<file path="src/rtl/branch_cond_unit_pkg.sv">
// Shared types and constants for the branch condition unit: branch kinds,
// ARM condition codes, controller states and the outstanding-flag limit.
package branch_cond_unit_pkg;

   typedef enum logic [1:0] {
      BR_B     = 2'b00,
      BR_CBZ   = 2'b01,
      BR_CBNZ  = 2'b10,
      BR_BCOND = 2'b11
   } br_type_e;

   typedef enum logic {
      ST_IDLE = 1'b0,
      ST_HOLD = 1'b1
   } state_e;

   localparam logic [3:0] COND_EQ = 4'd0;
   localparam logic [3:0] COND_NE = 4'd1;
   localparam logic [3:0] COND_HS = 4'd2;
   localparam logic [3:0] COND_LO = 4'd3;
   localparam logic [3:0] COND_MI = 4'd4;
   localparam logic [3:0] COND_PL = 4'd5;
   localparam logic [3:0] COND_VS = 4'd6;
   localparam logic [3:0] COND_VC = 4'd7;
   localparam logic [3:0] COND_HI = 4'd8;
   localparam logic [3:0] COND_LS = 4'd9;
   localparam logic [3:0] COND_GE = 4'd10;
   localparam logic [3:0] COND_LT = 4'd11;
   localparam logic [3:0] COND_GT = 4'd12;
   localparam logic [3:0] COND_LE = 4'd13;
   localparam logic [3:0] COND_AL = 4'd14;
   localparam logic [3:0] COND_NV = 4'd15;

   localparam logic [1:0] PENDING_MAX = 2'd3;

endpackage

</file>
<file path="src/rtl/branch_cond_unit_cond_eval.sv">
// Combinational ARM condition evaluation: codes come in base/inverse pairs,
// so cond[3:1] picks the base test and cond[0] inverts it (except 14/15).
module cond_eval (
   input  logic [3:0] cond,
   input  logic       n,
   input  logic       z,
   input  logic       v,
   input  logic       c,
   output logic       pass
);

   logic base;

   always_comb begin
      base = 1'b1;
      case (cond[3:1])
         3'd0:    base = z;
         3'd1:    base = c;
         3'd2:    base = n;
         3'd3:    base = v;
         3'd4:    base = c & ~z;
         3'd5:    base = (n == v);
         3'd6:    base = ~z & (n == v);
         default: base = 1'b1;
      endcase
   end

   assign pass = base ^ (cond[0] & (cond[3:1] != 3'd7));

endmodule

</file>
<file path="src/rtl/branch_cond_unit.sv">
// Branch resolver: B/CBZ/CBNZ resolve at once; BCOND waits in HOLD until the
// last outstanding flag-setting op retires, then uses the bypassed flags.
//
// Handshake: a branch is accepted on a rising edge where br_valid && br_ready;
// br_ready is high exactly when the controller is IDLE, so it never depends
// on br_valid. Results appear as a one-cycle out_valid pulse with no back-pressure.
module branch_cond_unit
   import branch_cond_unit_pkg::*;
#(
   parameter int WIDTH = 64
) (
   input  logic             clk,
   input  logic             reset,
   input  logic             flag_issue,
   output logic             issue_ready,
   input  logic             flag_we,
   input  logic             alu_negative,
   input  logic             alu_zero,
   input  logic             alu_overflow,
   input  logic             alu_carry_out,
   input  logic             br_valid,
   output logic             br_ready,
   input  logic [1:0]       br_type,
   input  logic [3:0]       br_cond,
   input  logic             br_regzero,
   input  logic [WIDTH-1:0] br_pc,
   input  logic [WIDTH-1:0] br_offset,
   input  logic             flush,
   output logic             out_valid,
   output logic             out_taken,
   output logic [WIDTH-1:0] out_target,
   output logic [3:0]       flags,
   output logic             dbg_hold
);

   state_e           state_q, state_d;
   logic [1:0]       pending_q, pending_d;
   logic [3:0]       flags_q, flags_d;
   logic [3:0]       hold_cond_q, hold_cond_d;
   logic [WIDTH-1:0] hold_pc_q, hold_pc_d;
   logic [WIDTH-1:0] hold_off_q, hold_off_d;
   logic             out_valid_q, out_valid_d;
   logic             out_taken_q, out_taken_d;
   logic [WIDTH-1:0] out_target_q, out_target_d;

   logic [3:0]       alu_flags, eff_flags;
   logic [1:0]       sel_type;
   logic [3:0]       sel_cond;
   logic [WIDTH-1:0] sel_pc, sel_off;
   logic             cond_pass, taken, resolve;

   assign alu_flags = {alu_negative, alu_zero, alu_overflow, alu_carry_out};
   assign eff_flags = flag_we ? alu_flags : flags_q;

   // In HOLD the resolution operates on the latched BCOND, otherwise on the live request.
   assign sel_type = (state_q == ST_HOLD) ? BR_BCOND    : br_type;
   assign sel_cond = (state_q == ST_HOLD) ? hold_cond_q : br_cond;
   assign sel_pc   = (state_q == ST_HOLD) ? hold_pc_q   : br_pc;
   assign sel_off  = (state_q == ST_HOLD) ? hold_off_q  : br_offset;

   cond_eval u_cond_eval (
      .cond (sel_cond),
      .n    (eff_flags[3]),
      .z    (eff_flags[2]),
      .v    (eff_flags[1]),
      .c    (eff_flags[0]),
      .pass (cond_pass)
   );

   always_comb begin
      taken = 1'b1;
      case (sel_type)
         BR_B:    taken = 1'b1;
         BR_CBZ:  taken = br_regzero;
         BR_CBNZ: taken = ~br_regzero;
         default: taken = cond_pass;
      endcase
   end

   always_comb begin
      pending_d = pending_q;
      if (flag_issue && !flag_we && pending_q != PENDING_MAX)
         pending_d = pending_q + 2'd1;
      else if (flag_we && !flag_issue && pending_q != 2'd0)
         pending_d = pending_q - 2'd1;
      flags_d = flag_we ? alu_flags : flags_q;
   end

   always_comb begin
      state_d      = state_q;
      hold_cond_d  = hold_cond_q;
      hold_pc_d    = hold_pc_q;
      hold_off_d   = hold_off_q;
      out_valid_d  = 1'b0;
      out_taken_d  = out_taken_q;
      out_target_d = out_target_q;
      resolve      = 1'b0;
      case (state_q)
         ST_IDLE: begin
            if (br_valid) begin
               if (br_type != BR_BCOND || pending_q == 2'd0 ||
                   (pending_q == 2'd1 && flag_we)) begin
                  resolve = 1'b1;
               end else begin
                  state_d     = ST_HOLD;
                  hold_cond_d = br_cond;
                  hold_pc_d   = br_pc;
                  hold_off_d  = br_offset;
               end
            end
         end
         default: begin
            if (flag_we && pending_q == 2'd1) begin
               resolve = 1'b1;
               state_d = ST_IDLE;
            end
         end
      endcase
      if (flush) begin
         state_d = ST_IDLE;
      end else if (resolve) begin
         out_valid_d  = 1'b1;
         out_taken_d  = taken;
         out_target_d = taken ? (sel_pc + sel_off) : (sel_pc + WIDTH'(4));
      end
   end

   always_ff @(posedge clk or posedge reset) begin
      if (reset) begin
         state_q      <= ST_IDLE;
         pending_q    <= 2'd0;
         flags_q      <= 4'd0;
         hold_cond_q  <= 4'd0;
         hold_pc_q    <= '0;
         hold_off_q   <= '0;
         out_valid_q  <= 1'b0;
         out_taken_q  <= 1'b0;
         out_target_q <= '0;
      end else begin
         state_q      <= state_d;
         pending_q    <= pending_d;
         flags_q      <= flags_d;
         hold_cond_q  <= hold_cond_d;
         hold_pc_q    <= hold_pc_d;
         hold_off_q   <= hold_off_d;
         out_valid_q  <= out_valid_d;
         out_taken_q  <= out_taken_d;
         out_target_q <= out_target_d;
      end
   end

   assign issue_ready = (pending_q != PENDING_MAX);
   assign br_ready    = (state_q == ST_IDLE);
   assign dbg_hold    = (state_q == ST_HOLD);
   assign out_valid   = out_valid_q;
   assign out_taken   = out_taken_q;
   assign out_target  = out_target_q;
   assign flags       = flags_q;

endmodule

</file>
<file path="config.mk">
export PLATFORM = sky130hd
export DESIGN_NAME = branch_cond_unit
export DESIGN_NICKNAME = d
export VERILOG_FILES = /design/src/rtl/branch_cond_unit_pkg.sv /design/src/rtl/branch_cond_unit_cond_eval.sv /design/src/rtl/branch_cond_unit.sv
export SDC_FILE = /design/constraint.sdc
export NUM_CORES = 1
export LEC_CHECK = 0
export ABC_AREA = 1
export CAP_MARGIN = 30
export CORE_MARGIN = 3
export CORE_UTILIZATION = 35
export DETAILED_ROUTE_END_ITERATION = 8
export PLACE_DENSITY_LB_ADDON = 0.08
export SYNTH_ARGS = -nofsm -noshare
export SYNTH_HDL_FRONTEND = slang
export SYNTH_HIERARCHICAL = 1
export SYNTH_SLANG_ARGS = --single-unit
</file>
<file path="constraint.sdc">
create_clock -name clk -period 21.4 [get_ports clk]
set_clock_uncertainty 0.2 [all_clocks]
set_input_delay 3.21 -clock clk [delete_from_list [all_inputs] [get_ports clk]]
set_output_delay 3.21 -clock clk [all_outputs]
set_load 0.005 [all_outputs]
</file>
==> flow_summary_export.csv <==
group,metric,value,unit
floorplanning,die_area,55800,µm²
grt,grt_use_met2,0.432,
grt,grt_first_pass_wirelength,120000,µm
synth,synthArstFlopShare,1.00,
cts,clockRootBuffer,"clkbuf_16",
place,io_buffer_count,217,
final_layout,fillCellCount,5715,
cts,insertion_delay,0.59,ns
synth,ys_types,47,
sta,timing.final.crit_share,0.307,
final_layout,fin_area,22200,µm²
place,placed_area,21300,µm²
final_layout,area_growth,19.4,%
grt,grt_pass1_vias,19300,
floorplanning,start_util,0.357,
synth,synthCells,3192,
worst_hold_path,holdCritPathClass,"reg2reg",
setup_path,worstSetupEndpointType,"flop",
place,place_inst,4015,
cts,cts_setup_buffers,0,
grt,grtUsageTotal,0.281,
grt,antenna_found_initial,1,
final_layout,diodes,0,
cts,clock-sinks,205,
place,pre_cts_ws,14.28,ns
sta,slew_headroom,0.401,
synth,synth_warnings,6,
final_layout,drive_gt1_frac,0.0464,
sta,hold_ws,0.266,ns
final_layout,fin_util,0.427,
grt,met1_usage,0.418,
cts,cts_hold_buf,0,
sta,fmax,0.152,GHz
cts,post_cts_resized,0,
detailed_routing,vias,20400,
synth,avgSynthCellArea,5.81,µm²
cts,cts_buffers,27,
sta,fin_ws,14.83,ns
place,post-dp-hpwl,65800,µm
outcome,outcome,"complete, no violations",
cts,clk_pin_slew_worst_paths,0.06,ns
floorplanning,core.rowCount,83,
detailed_routing,first_iter_violations,1691,
synth,ys_seq_area_frac,0.276,
place,place.gp.congestion,1.01,
setup_path,rrSetupSlack,16.42,ns
sta,hold_violations,0,
cts,cts_buffer_depth,3,
cts,htreeDepth,1,
detailed_routing,totalWireLength,80300,µm
cts,cts_tree,"done",
sta,rsz0062_at_grt,"false",
setup_path,startpoint_type,"primary input",
synth,yosys-top-cells-count,"nand2_1 (1,280), inv_1 (539), nor2_1 (308)",
synth,synth.area.top_cells,"dfrtp_1 (28%), nand2_1 (26%), inv_1 (11%), nor2_1 (6.2%), ha_1 (4.5%)",
power,power.density,101,nW/µm²
synth,synth_ff_type,"dfrtp_1",
sta,finalSetupTns,0,ns
final_layout,stdcell_count,4065,
grt,grt.overflow.total,0,
synth,synth-edff-count,0,
detailed_routing,drt_pass1_iterations,5,
floorplanning,num_io_pins,218,
setup_path,critPathMaxFanout,67,
grt,busiest_layer,"met2",
sta,worstMarginPinSlew,0.899,ns
detailed_routing,ant_nets,0,
floorplanning,die_w,236,µm
synth,yosysMostFrequentCell,"nand2_1",
synth,synth.cell_area,18600,µm²
grt,grt_max_degree,108,
sta,maxSlewViolCount,0,
synth,synth_top_area_frac,0.276,
job,drv_cap,0,
grt,grt_use_met3,0.0348,
setup_path,required,21.69,ns
synth,synth-seq-cells,205,
setup_path,critical_path_class,"in2reg",
sta,setup_viol,0,
power,p_leak,11.7,nW
floorplanning,die_h,236,µm
power,power.total,2.25,mW
detailed_routing,drc,0,
power,peakVddDrop,55.8,µV
synth,synth_nets,3405,
synth,synth_top_cell_by_area,"dfrtp_1",
sta,fin_crit,6.57,ns
setup_path,critPathArrivalTime,6.86,ns
final_layout,nNetsFinal,3578,
detailed_routing,routedWlPerCell,19.7,µm
detailed_routing,vias_per_cell,5.01,
floorplanning,coreArea,51900,µm²
-- registers in the layout (all words and copies together) (netlist names) --
name	count
hold_cond_q	4
hold_off_q	64
out_valid	1
pending_q	2
out_target	64
out_taken	1
flags	4
hold_pc_q	64
dbg_hold	1
-- final timing paths --
| kind | from | end | cells after the start |
|---|---|---|---|
| worst min register to register | hold_pc_q[63] | hold_pc_q[63] | 2 |
| max in group asynchronous | reset | hold_pc_q[51] | 4 |
| min in group asynchronous | reset | hold_off_q[18] | 2 |
| worst min-delay path | hold_pc_q[63] | hold_pc_q[63] | 2 |
| worst max-delay path | br_cond[2] | out_target[11] | 19 |
| worst max register to register | dbg_hold | out_target[52] | 18 |
-- metal layers --
metal | up-vias | part of all wire
met5 | - | 0.00016
met4 | 2 | 0.024
met3 | 84 | 0.060
met2 | 586 | 0.43
met1 | 9546 | 0.48
li1 | 10200 | -
-- area by class of cell --
| class | count | area (µm²) | share of cell area |
|---|---|---|---|
| Multi-Input combinational cell | 2350 | 10900 | 0.492 |
| Sequential cell | 205 | 5130 | 0.232 |
| Timing Repair Buffer | 234 | 2340 | 0.106 |
| Inverter | 547 | 2070 | 0.0932 |
| Tap cell | 680 | 851 | 0.0384 |
| Clock buffer | 39 | 801 | 0.0361 |
| Clock inverter | 10 | 68.8 | 0.00310 |
-- power breakdown --
group | internal (mW) | total [mW] | switching [mW]
clock network | 0.259 | 0.451 | 0.192
registers | 0.571 | 0.669 | 0.0980
logic | 0.413 | 1.13 | 0.716
total | 1.24 | 2.25 | 1.01
-- logic make-up after synthesis --
family          after synthesis  synth area share
fa+ha+maj                    68            0.0462
flops                       205             0.276
xor+xnor                     44            0.0208
buf+inv                     637             0.137
simple gates               1826             0.394
mux                           1          0.000539
compound gates              411             0.125
-- critical path: stages --
cell and delay, ns:
clkdlybuf4s50_1 0.46, inv_1 0.05, o21ai_0 0.50, inv_1 0.15, nand3_1 0.10, nand2_1 0.08
inv_2 0.05, nand3_2 0.06, nand3_1 0.07, nand3_1 0.08, nand2_1 0.08, nand2_2 0.05
buf_4 0.34, inv_2 0.29, buf_4 0.71, o21ai_0 0.19, a21oi_1 0.15, o21ai_0 0.08
nand2_1 0.09
-- placed cells by master (no fill, tap or decap), types with 5 or more instances in the layout --
master	count
o21ai_0	167
xnor2_1	5
o21bai_1	7
clkbuf_16	27
nand2_1	1278
nand4_1	12
xor2_1	39
nor2_1	307
o21ai_2	28
o22ai_1	65
a21oi_1	103
buf_4	15
nand3_1	141
inv_1	537
nand3b_1	8
clkbuf_8	8
ha_1	67
clkdlybuf4s50_1	217
nor3_1	19
nor2_2	21
nand2_2	7
dfrtp_1	204
or2_2	16
a31oi_1	16
clkinvlp_4	6
o21ai_1	14
inv_2	5
Note: power is estimated with default switching activity, not from simulation.
